File: src/rtl/decode_pipe.sv
// ID/EX pipeline register for RV32I: decodes the fetched instruction, registers the controls,
// and handles the valid/ready handshake, load-use interlock, flush and JAL redirect.
module decode_pipe #(
    parameter int unsigned ADDRESS_BITS  = 16,
    parameter bit          HAZARD_DETECT = 1'b1,
    parameter logic [31:0] NOP           = 32'h00000013
) (
    input  logic                    clock,
    input  logic                    reset,
    input  logic                    in_valid,
    output logic                    in_ready,
    input  logic [ADDRESS_BITS-1:0] PC,
    input  logic [31:0]             instruction,
    input  logic                    flush,
    input  logic [ADDRESS_BITS-1:0] flush_target,
    output logic                    out_valid,
    input  logic                    out_ready,
    output logic [ADDRESS_BITS-1:0] out_PC,
    output logic [4:0]              read_sel1,
    output logic [4:0]              read_sel2,
    output logic [4:0]              write_sel,
    output logic                    wEn,
    output logic                    branch_op,
    output logic                    op_B_sel,
    output logic                    mem_wEn,
    output logic                    wb_sel,
    output logic [1:0]              op_A_sel,
    output logic [5:0]              ALU_Control,
    output logic [31:0]             imm32,
    output logic                    redirect_valid,
    output logic [ADDRESS_BITS-1:0] redirect_PC
);

    localparam logic [6:0] OpReg    = 7'b0110011;
    localparam logic [6:0] OpImm    = 7'b0010011;
    localparam logic [6:0] OpLoad   = 7'b0000011;
    localparam logic [6:0] OpStore  = 7'b0100011;
    localparam logic [6:0] OpBranch = 7'b1100011;
    localparam logic [6:0] OpJal    = 7'b1101111;
    localparam logic [6:0] OpJalr   = 7'b1100111;
    localparam logic [6:0] OpLui    = 7'b0110111;
    localparam logic [6:0] OpAuipc  = 7'b0010111;

    typedef struct packed {
        logic [4:0]  rs1;
        logic [4:0]  rs2;
        logic [4:0]  rd;
        logic        wen;
        logic        branch_op;
        logic        op_b_sel;
        logic        mem_wen;
        logic        wb_sel;
        logic [1:0]  op_a_sel;
        logic [5:0]  alu;
        logic [31:0] imm;
    } dec_t;

    // op_A_sel: 00 rs1, 01 PC, 10 PC+4, 11 zero. Writes to x0 never assert wEn.
    function automatic dec_t decode(input logic [31:0] ins);
        dec_t        d;
        logic        writes;
        logic [2:0]  f3;
        logic [31:0] imm_i, imm_s, imm_b, imm_u, imm_j;
        f3     = ins[14:12];
        imm_i  = {{20{ins[31]}}, ins[31:20]};
        imm_s  = {{20{ins[31]}}, ins[31:25], ins[11:7]};
        imm_b  = {{19{ins[31]}}, ins[31], ins[7], ins[30:25], ins[11:8], 1'b0};
        imm_u  = {ins[31:12], 12'd0};
        imm_j  = {{11{ins[31]}}, ins[31], ins[19:12], ins[20], ins[30:21], 1'b0};
        d      = '0;
        writes = 1'b0;
        d.rs1  = ins[19:15];
        d.rs2  = ins[24:20];
        d.rd   = ins[11:7];
        case (ins[6:0])
            OpReg: begin
                writes = 1'b1;
                d.alu  = {2'b00, ins[30], f3};
            end
            OpImm: begin
                writes     = 1'b1;
                d.op_b_sel = 1'b1;
                d.imm      = imm_i;
                d.alu      = (f3 == 3'b101) ? {2'b00, ins[30], f3} : {3'b000, f3};
            end
            OpLoad: begin
                writes     = 1'b1;
                d.op_b_sel = 1'b1;
                d.wb_sel   = 1'b1;
                d.imm      = imm_i;
            end
            OpStore: begin
                d.op_b_sel = 1'b1;
                d.mem_wen  = 1'b1;
                d.imm      = imm_s;
            end
            OpBranch: begin
                d.branch_op = 1'b1;
                d.alu       = {3'b010, f3};
                d.imm       = imm_b;
            end
            OpJal: begin
                writes     = 1'b1;
                d.op_a_sel = 2'b10;
                d.alu      = 6'b011111;
                d.imm      = imm_j;
            end
            OpJalr: begin
                writes     = 1'b1;
                d.op_a_sel = 2'b10;
                d.alu      = 6'b111111;
                d.imm      = imm_i;
            end
            OpLui: begin
                writes     = 1'b1;
                d.op_a_sel = 2'b11;
                d.op_b_sel = 1'b1;
                d.imm      = imm_u;
            end
            OpAuipc: begin
                writes     = 1'b1;
                d.op_a_sel = 2'b01;
                d.op_b_sel = 1'b1;
                d.imm      = imm_u;
            end
            default: ;
        endcase
        d.wen = writes & (d.rd != 5'd0);
        return d;
    endfunction

    dec_t                    in_dec, nop_dec, dec_q, dec_d;
    logic                    out_valid_q, out_valid_d;
    logic                    redirect_valid_q, redirect_valid_d;
    logic [ADDRESS_BITS-1:0] out_pc_q, out_pc_d, redirect_pc_q, redirect_pc_d;
    logic                    uses_rs2, hazard, accept, issue, is_jal;

    always_comb begin
        in_dec   = decode(instruction);
        nop_dec  = decode(NOP);
        is_jal   = (instruction[6:0] == OpJal);
        uses_rs2 = (instruction[6:0] == OpReg) || (instruction[6:0] == OpStore) ||
                   (instruction[6:0] == OpBranch);
    end

    // Only loads (wb_sel) produce their result too late to forward into the next instruction.
    always_comb begin
        hazard = HAZARD_DETECT && out_valid_q && dec_q.wb_sel && (dec_q.rd != 5'd0) &&
                 ((dec_q.rd == in_dec.rs1) || (uses_rs2 && (dec_q.rd == in_dec.rs2)));
        in_ready = ~reset & ~flush & ~redirect_valid_q & (~out_valid_q | out_ready) & ~hazard;
        accept   = in_valid & in_ready;
        issue    = out_valid_q & out_ready;
    end

    always_comb begin
        dec_d            = dec_q;
        out_pc_d         = out_pc_q;
        out_valid_d      = out_valid_q;
        redirect_valid_d = 1'b0;
        redirect_pc_d    = redirect_pc_q;
        if (flush) begin
            out_valid_d      = 1'b0;
            redirect_valid_d = 1'b1;
            redirect_pc_d    = flush_target;
        end else if (accept) begin
            dec_d       = in_dec;
            out_pc_d    = PC;
            out_valid_d = 1'b1;
            if (is_jal) begin
                redirect_valid_d = 1'b1;
                redirect_pc_d    = PC + in_dec.imm[ADDRESS_BITS-1:0];
            end
        end else if (issue) begin
            out_valid_d = 1'b0;
        end
    end

    always_ff @(posedge clock) begin
        if (reset) begin
            dec_q            <= nop_dec;
            out_pc_q         <= '0;
            out_valid_q      <= 1'b0;
            redirect_valid_q <= 1'b0;
            redirect_pc_q    <= '0;
        end else begin
            dec_q            <= dec_d;
            out_pc_q         <= out_pc_d;
            out_valid_q      <= out_valid_d;
            redirect_valid_q <= redirect_valid_d;
            redirect_pc_q    <= redirect_pc_d;
        end
    end

    assign out_valid      = out_valid_q;
    assign out_PC         = out_pc_q;
    assign read_sel1      = dec_q.rs1;
    assign read_sel2      = dec_q.rs2;
    assign write_sel      = dec_q.rd;
    assign wEn            = dec_q.wen;
    assign branch_op      = dec_q.branch_op;
    assign op_B_sel       = dec_q.op_b_sel;
    assign mem_wEn        = dec_q.mem_wen;
    assign wb_sel         = dec_q.wb_sel;
    assign op_A_sel       = dec_q.op_a_sel;
    assign ALU_Control    = dec_q.alu;
    assign imm32          = dec_q.imm;
    assign redirect_valid = redirect_valid_q;
    assign redirect_PC    = redirect_pc_q;

endmodule

File: config.mk
export PLATFORM = sky130hd
export DESIGN_NAME = decode_pipe
export DESIGN_NICKNAME = d
export VERILOG_FILES = /design/src/rtl/decode_pipe.sv
export SDC_FILE = /design/constraint.sdc
export NUM_CORES = 1
export LEC_CHECK = 0
export ABC_AREA = 1
export ABC_CLOCK_PERIOD_IN_PS = 2800
export CORE_AREA = 10 10 123 125
export DETAILED_ROUTE_END_ITERATION = 12
export DIE_AREA = 0 0 133 135
export PLACE_DENSITY = 0.73
export SKIP_LAST_GASP = 1
export SLEW_MARGIN = 25
export SYNTH_ARGS = -nofsm -noshare
export SYNTH_HDL_FRONTEND = slang
export SYNTH_SLANG_ARGS = --single-unit
File: constraint.sdc
create_clock -name clock -period 2.8 [get_ports clock]
set_input_delay 0.56 -clock clock [delete_from_list [all_inputs] [get_ports clock]]
set_output_delay 0.56 -clock clock [all_outputs]
set_load 0.02 [all_outputs]
# Word level (Yosys, flattened, before mapping)
# Cells that the tools add are included.
# classes
add_sub_neg	1
bitwise	13
n_reduce_logical	20
eq_ne	12
mux	17
# op_table
op	n
one-hot mux 32 bit (5 select lines)	1
two-way mux 16 bit	3
one-hot mux 6 bit (5 select lines)	1
equality test 7 x 6 -> 1 bit, second input constant	3
equality test 7 bit, second input constant	3
adder 16 bit	1
equality test 7 x 5 -> 1 bit, second input constant	2
equality test 5 bit	2
two-way mux 1 bit	10
nonzero test 5 bit	2
bitwise AND 1 bit	7
equality test 7 x 2 -> 1 bit, second input constant	1
OR reduction 7 bit	1
one-hot mux 2 bit (3 select lines)	1
nonzero test 2 bit	3
OR reduction 2 bit	3
NOT 1 bit	5
OR reduction 5 bit	1
logical AND 1 bit	4
two-way mux 4 bit	1
AND reduction 2 bit	2
equality test 3 bit, second input constant	1
logical OR 1 bit	3
OR reduction 3 bit	1
bitwise OR 1 bit	1
# word_totals
word_cells	78
register_bits	94
out_inout_bits	95

# Logic depth before layout (Yosys ltp)
# depth
word_depth	11
ltp_mapped	22

# Least setup slack after synthesis
# No wires, ideal clock.
# synth_path
path_kind	input to register
start	input port instruction[4]
end	register redirect_pc_q[14], in the netlist redirect_PC[14]
path_slack_ns	-0.118
path_buffers	0
arrival_ns	2.785
t_required_ns	2.668
setup_ns	0.132
cell_stages	19
path_cell_list	inv_1 nand2_1 nor2_1 nand2_1 inv_1 nor2_1 o22ai_1 inv_1 fa_1 o21ai_0 nand2_1 nand2_1 nand3_1 nand2_1 nand2_1 nand3_1 nand2_1 nand2_1 a21oi_1
# synth_rtl
item	line	source
start, declared	13	input logic [31:0] instruction,
end signal, assigned	190	redirect_pc_q <= redirect_pc_d;
end, declared	135	logic [ADDRESS_BITS-1:0] out_pc_q, out_pc_d, redirect_pc_q, redirect_pc_d;

==> flow_results.xml <==
<?xml version="1.0" encoding="UTF-8"?>
<metrics>
  <group name="run_status">
    <metric name="status" unit="">finished clean</metric>
  </group>
  <group name="yosys">
    <metric name="synth.cell_area" unit="um2">5000</metric>
    <metric name="synth.yosys.seq_area_share" unit="%">37.7</metric>
    <metric name="synth_simple_gate_area_share" unit="%">30.9</metric>
    <metric name="synth_compound_gate_area_share" unit="%">16.5</metric>
    <metric name="synthesis.instances" unit="">751</metric>
    <metric name="synth.lib_cells_used.distinct" unit="">32</metric>
    <metric name="synth_area_per_cell" unit="um2">6.65</metric>
    <metric name="synth_fp_nets" unit="">836</metric>
    <metric name="synth-seq-cells" unit="">94</metric>
    <metric name="synth_xor_xnor_area_share" unit="%">2.28</metric>
    <metric name="multiplexer_share_of_the_synthesized_area" unit="%">0</metric>
    <metric name="yosysWarningCount" unit="">0</metric>
    <metric name="synth_adder_area_share" unit="%">4.16</metric>
    <metric name="synth_top_family_by_area" unit="">simple AND/OR/NAND/NOR gates</metric>
  </group>
  <group name="layout">
    <metric name="fin_cells" unit="">1174</metric>
    <metric name="seq_area" unit="um2">1880</metric>
    <metric name="combined_area_of_the_multi_input_logic_cells" unit="um2">3040</metric>
    <metric name="antenna_cells_inserted" unit="">0</metric>
    <metric name="flow.area_growth_from_synthesis" unit="%">63.9</metric>
    <metric name="num-nets-final" unit="">1082</metric>
    <metric name="fill_cells" unit="">1102</metric>
    <metric name="mostFrequentLayoutCell" unit="">sky130_fd_sc_hd__nand2_1</metric>
    <metric name="layout.cells.most_common_list" unit="">sky130_fd_sc_hd__nand2_1, sky130_fd_sc_hd__clkdlybuf4s50_1, sky130_fd_sc_hd__a21oi_1</metric>
    <metric name="drive_above_1_share" unit="%">19.1</metric>
  </group>
  <group name="sta">
    <metric name="tightestPinTransition" unit="ns">0.804</metric>
    <metric name="timing.fmax" unit="GHz">0.375</metric>
    <metric name="finClkSkew" unit="ns">0.00486</metric>
    <metric name="max_slew_margin" unit="%">46.4</metric>
    <metric name="setup_viol" unit="">0</metric>
    <metric name="final_min_period_over_clock_period" unit="%">95.3</metric>
    <metric name="fin_crit" unit="ns">2.67</metric>
    <metric name="final-max-slew-violation-count" unit="">0</metric>
    <metric name="post-route-worst-setup-slack" unit="ns">0.131</metric>
    <metric name="finalHoldViolCount" unit="">0</metric>
    <metric name="grt_setup_unrepaired" unit="">true</metric>
  </group>
  <group name="routing">
    <metric name="drtIter0Drc" unit="">378</metric>
    <metric name="detailedRoute.firstPassIterationCount" unit="">6</metric>
    <metric name="viasPerCell" unit="">4.94</metric>
    <metric name="drt_drc" unit="">0</metric>
    <metric name="route.final.wire_length" unit="um">19200</metric>
    <metric name="final_antenna_net_count" unit="">0</metric>
    <metric name="route.vias.total" unit="">5795</metric>
    <metric name="routed_wire_length_per_instance" unit="um">16.4</metric>
  </group>
  <group name="global_route">
    <metric name="vias_in_the_first_global_route" unit="">5669</metric>
    <metric name="pin_count_of_the_biggest_net_entering_global_routing" unit="">73</metric>
    <metric name="antenna_found_initial" unit="">0</metric>
    <metric name="grtUsageTotal" unit="%">20.6</metric>
    <metric name="aggregate_global_routing_overflow" unit="">0</metric>
    <metric name="grt_pass1_wl" unit="um">29800</metric>
  </group>
  <group name="setup_path">
    <metric name="setup.worst_path.end_class" unit="">register</metric>
    <metric name="slowest_delay" unit="ns">0.26</metric>
    <metric name="critPathBufInv" unit="">4</metric>
    <metric name="worst-endpoint-required" unit="ns">3.00</metric>
    <metric name="critical_path.top_delay_family" unit="">simple AND/OR/NAND/NOR gates</metric>
    <metric name="crit_path_top_delay_cell" unit="">sky130_fd_sc_hd__dlygate4sd2_1</metric>
    <metric name="critical_path_arrival" unit="ns">2.87</metric>
    <metric name="ordered_cell_list_for_the_critical_path" unit="">dlygate4sd2_1, nor2_2, buf_4, nand3_2, buf_6, o22ai_2, buf_4, ha_4, a21oi_2, nand2_2, nand2_1, nand2_1, nand2_1, nand2_1, or2_2, nand3_1, nand2_1, nand2_1, a21oi_1</metric>
    <metric name="worst-path-max-fanout" unit="">6</metric>
    <metric name="critPathKind" unit="">in -&gt; reg</metric>
    <metric name="start_kind" unit="">primary input</metric>
    <metric name="most_used_cell_along_the_critical_path" unit="">sky130_fd_sc_hd__nand2_1</metric>
  </group>
  <group name="cts">
    <metric name="clk_pin_slew_worst_paths" unit="ns">0.07</metric>
    <metric name="cts_tree" unit="">built</metric>
    <metric name="worst_skew_pair.late_latency" unit="ns">0.35</metric>
    <metric name="clock_sinks" unit="">94</metric>
    <metric name="clockRootBuffer" unit="">sky130_fd_sc_hd__clkbuf_16</metric>
    <metric name="ctsLongestPathBuffers" unit="">2</metric>
    <metric name="cts_max_level" unit="">3</metric>
    <metric name="hold_buffers" unit="">0</metric>
    <metric name="cts_inserted_buffers" unit="">9</metric>
  </group>
  <group name="die">
    <metric name="die_height" unit="um">135</metric>
    <metric name="core_region_area" unit="um2">12600</metric>
    <metric name="start_util" unit="%">39.8</metric>
    <metric name="die_width" unit="um">133</metric>
    <metric name="design.die.area" unit="um2">18000</metric>
    <metric name="number_of_rows_created_at_floorplan" unit="">41</metric>
    <metric name="floorplan.io_pins" unit="">164</metric>
  </group>
  <group name="placement">
    <metric name="gp_congestion" unit="">0.967</metric>
    <metric name="detailedPlacementHpwl" unit="um">14500</metric>
    <metric name="dp_cells" unit="">1151</metric>
    <metric name="place_worst_setup_slack" unit="ns">-0.680</metric>
    <metric name="place.port_buffers" unit="">163</metric>
  </group>
  <group name="pwr">
    <metric name="largest_vdd_supply_drop" unit="mV">0.238</metric>
    <metric name="seqPwrFrac" unit="%">41.6</metric>
    <metric name="p_int" unit="W">0.00244</metric>
    <metric name="switching_power" unit="W">0.000922</metric>
    <metric name="switching_share" unit="%">27.4</metric>
    <metric name="share_clk_of_total_power" unit="%">39.2</metric>
    <metric name="combinational_fraction_of_design_power" unit="%">19.2</metric>
    <metric name="power_density" unit="nW/um2">411</metric>
    <metric name="power.leakage" unit="nW">3.56</metric>
  </group>
  <group name="min_path">
    <metric name="holdCritPathClass" unit="">reg -&gt; reg</metric>
  </group>
  <group name="flow_run">
    <metric name="maxCapViolCount" unit="">0</metric>
  </group>
</metrics>
-- final timing paths --
path                   from              end  slack (ns)  cells past startpoint
max          instruction[3]  redirect_PC[11]        0.13                     19
min               imm32[23]        imm32[23]        0.46                      2
max reg2reg    write_sel[1]       out_PC[12]        0.89                     10
min reg2reg       imm32[23]        imm32[23]        0.46                      2
-- layer usage --
layer  global-route usage, %  vias up  part of all wire [%]
met5                       0        -                     0
li1                        -     2939                     -
met2                    35.1      183                    48
met1                    24.2     2652                    42
met3                    5.93       21                   7.3
met4                    7.15        0                   1.9
-- power groups by stage --
stage	registers, W	clock network [W]	logic, W
after floorplan	0.00147	0	0.000219
after global placement	0.00143	0	0.000598
after detailed placement	0.00143	0	0.000601
after CTS	0.00140	0.00133	0.000629
after global routing	0.00140	0.00140	0.000698
final	0.00140	0.00132	0.000646
-- area by class of cell --
cell class | count | share of cell area, %
well taps | 172 | 2.63
clock buffers | 11 | 3.09
inverters | 63 | 2.89
flip-flops and latches | 94 | 23.0
repair buffers | 269 | 30.5
clock inverters | 5 | 0.795
multi-input cells | 560 | 37.1
-- worst min-delay path, stage by stage (launching register included) --
cell and delay (ns):
sky130_fd_sc_hd__dfxtp_1 0.31, sky130_fd_sc_hd__nand2_1 0.06, sky130_fd_sc_hd__a21oi_1 0.05
-- what timing repair did --
item / 4_1_cts / 5_1_grt
resized for setup: 52 / 30
endpoints found under the hold margin: 0 / 0
pin swaps: 9 / 12
buffers inserted: 5 / 2
setup endpoints to repair: 13 / 12
-- stage by stage --
stage	TNS (ns)	instance area, um2	util (%)	hold slack, ns	power [W]
final	0	8190	65.2	0.464	0.00336
after global routing	-0.0324	8190	65.2	0.485	0.00350
after CTS	0	8050	64.1	0.465	0.00336
after detailed placement	-7.92	7460	59.4	0.453	0.00203
after global placement	-7.40	7460	59.4	0.452	0.00202
after floorplan	0	5000	-	0.541	0.00169
-- logic make-up after synthesis --
| group | Yosys count |
|---|---|
| buf+inv | 97 |
| compound gates | 158 |
| fa+ha+maj | 16 |
| flops | 94 |
| xor+xnor | 13 |
| simple gates | 373 |
-- cell usage after synthesis, drive strengths merged --
cell type | instances | area share [%]
nor3 | 7 | 0.80
nand3 | 45 | 4.7
o2111ai | 1 | 0.18
or2 | 4 | 0.50
buf | 21 | 2.8
fa | 1 | 0.40
inv | 61 | 4.6
nand2 | 258 | 19
o211ai | 5 | 0.75
ha | 15 | 3.8
a21oi | 108 | 11
o22ai | 4 | 0.50
nand3b | 8 | 1.2
o21ai | 35 | 3.5
nand4 | 6 | 0.75
clkinv | 2 | 0.15
o31ai | 1 | 0.15
clkbuf | 13 | 0.98
xnor2 | 5 | 0.88
dfxtp | 94 | 38
a21o | 3 | 0.45
xor2 | 8 | 1.4
a21boi | 1 | 0.15
nor2 | 45 | 3.5
-- sequential cells by signal, indices dropped and copies added (netlist names), 2 cells and up --
name,count
imm32,32
out_PC,16
redirect_PC,16
read_sel2,5
write_sel,5
op_A_sel,2
ALU_Control,6
read_sel1,5
Note: power is estimated with default switching activity, not from simulation.
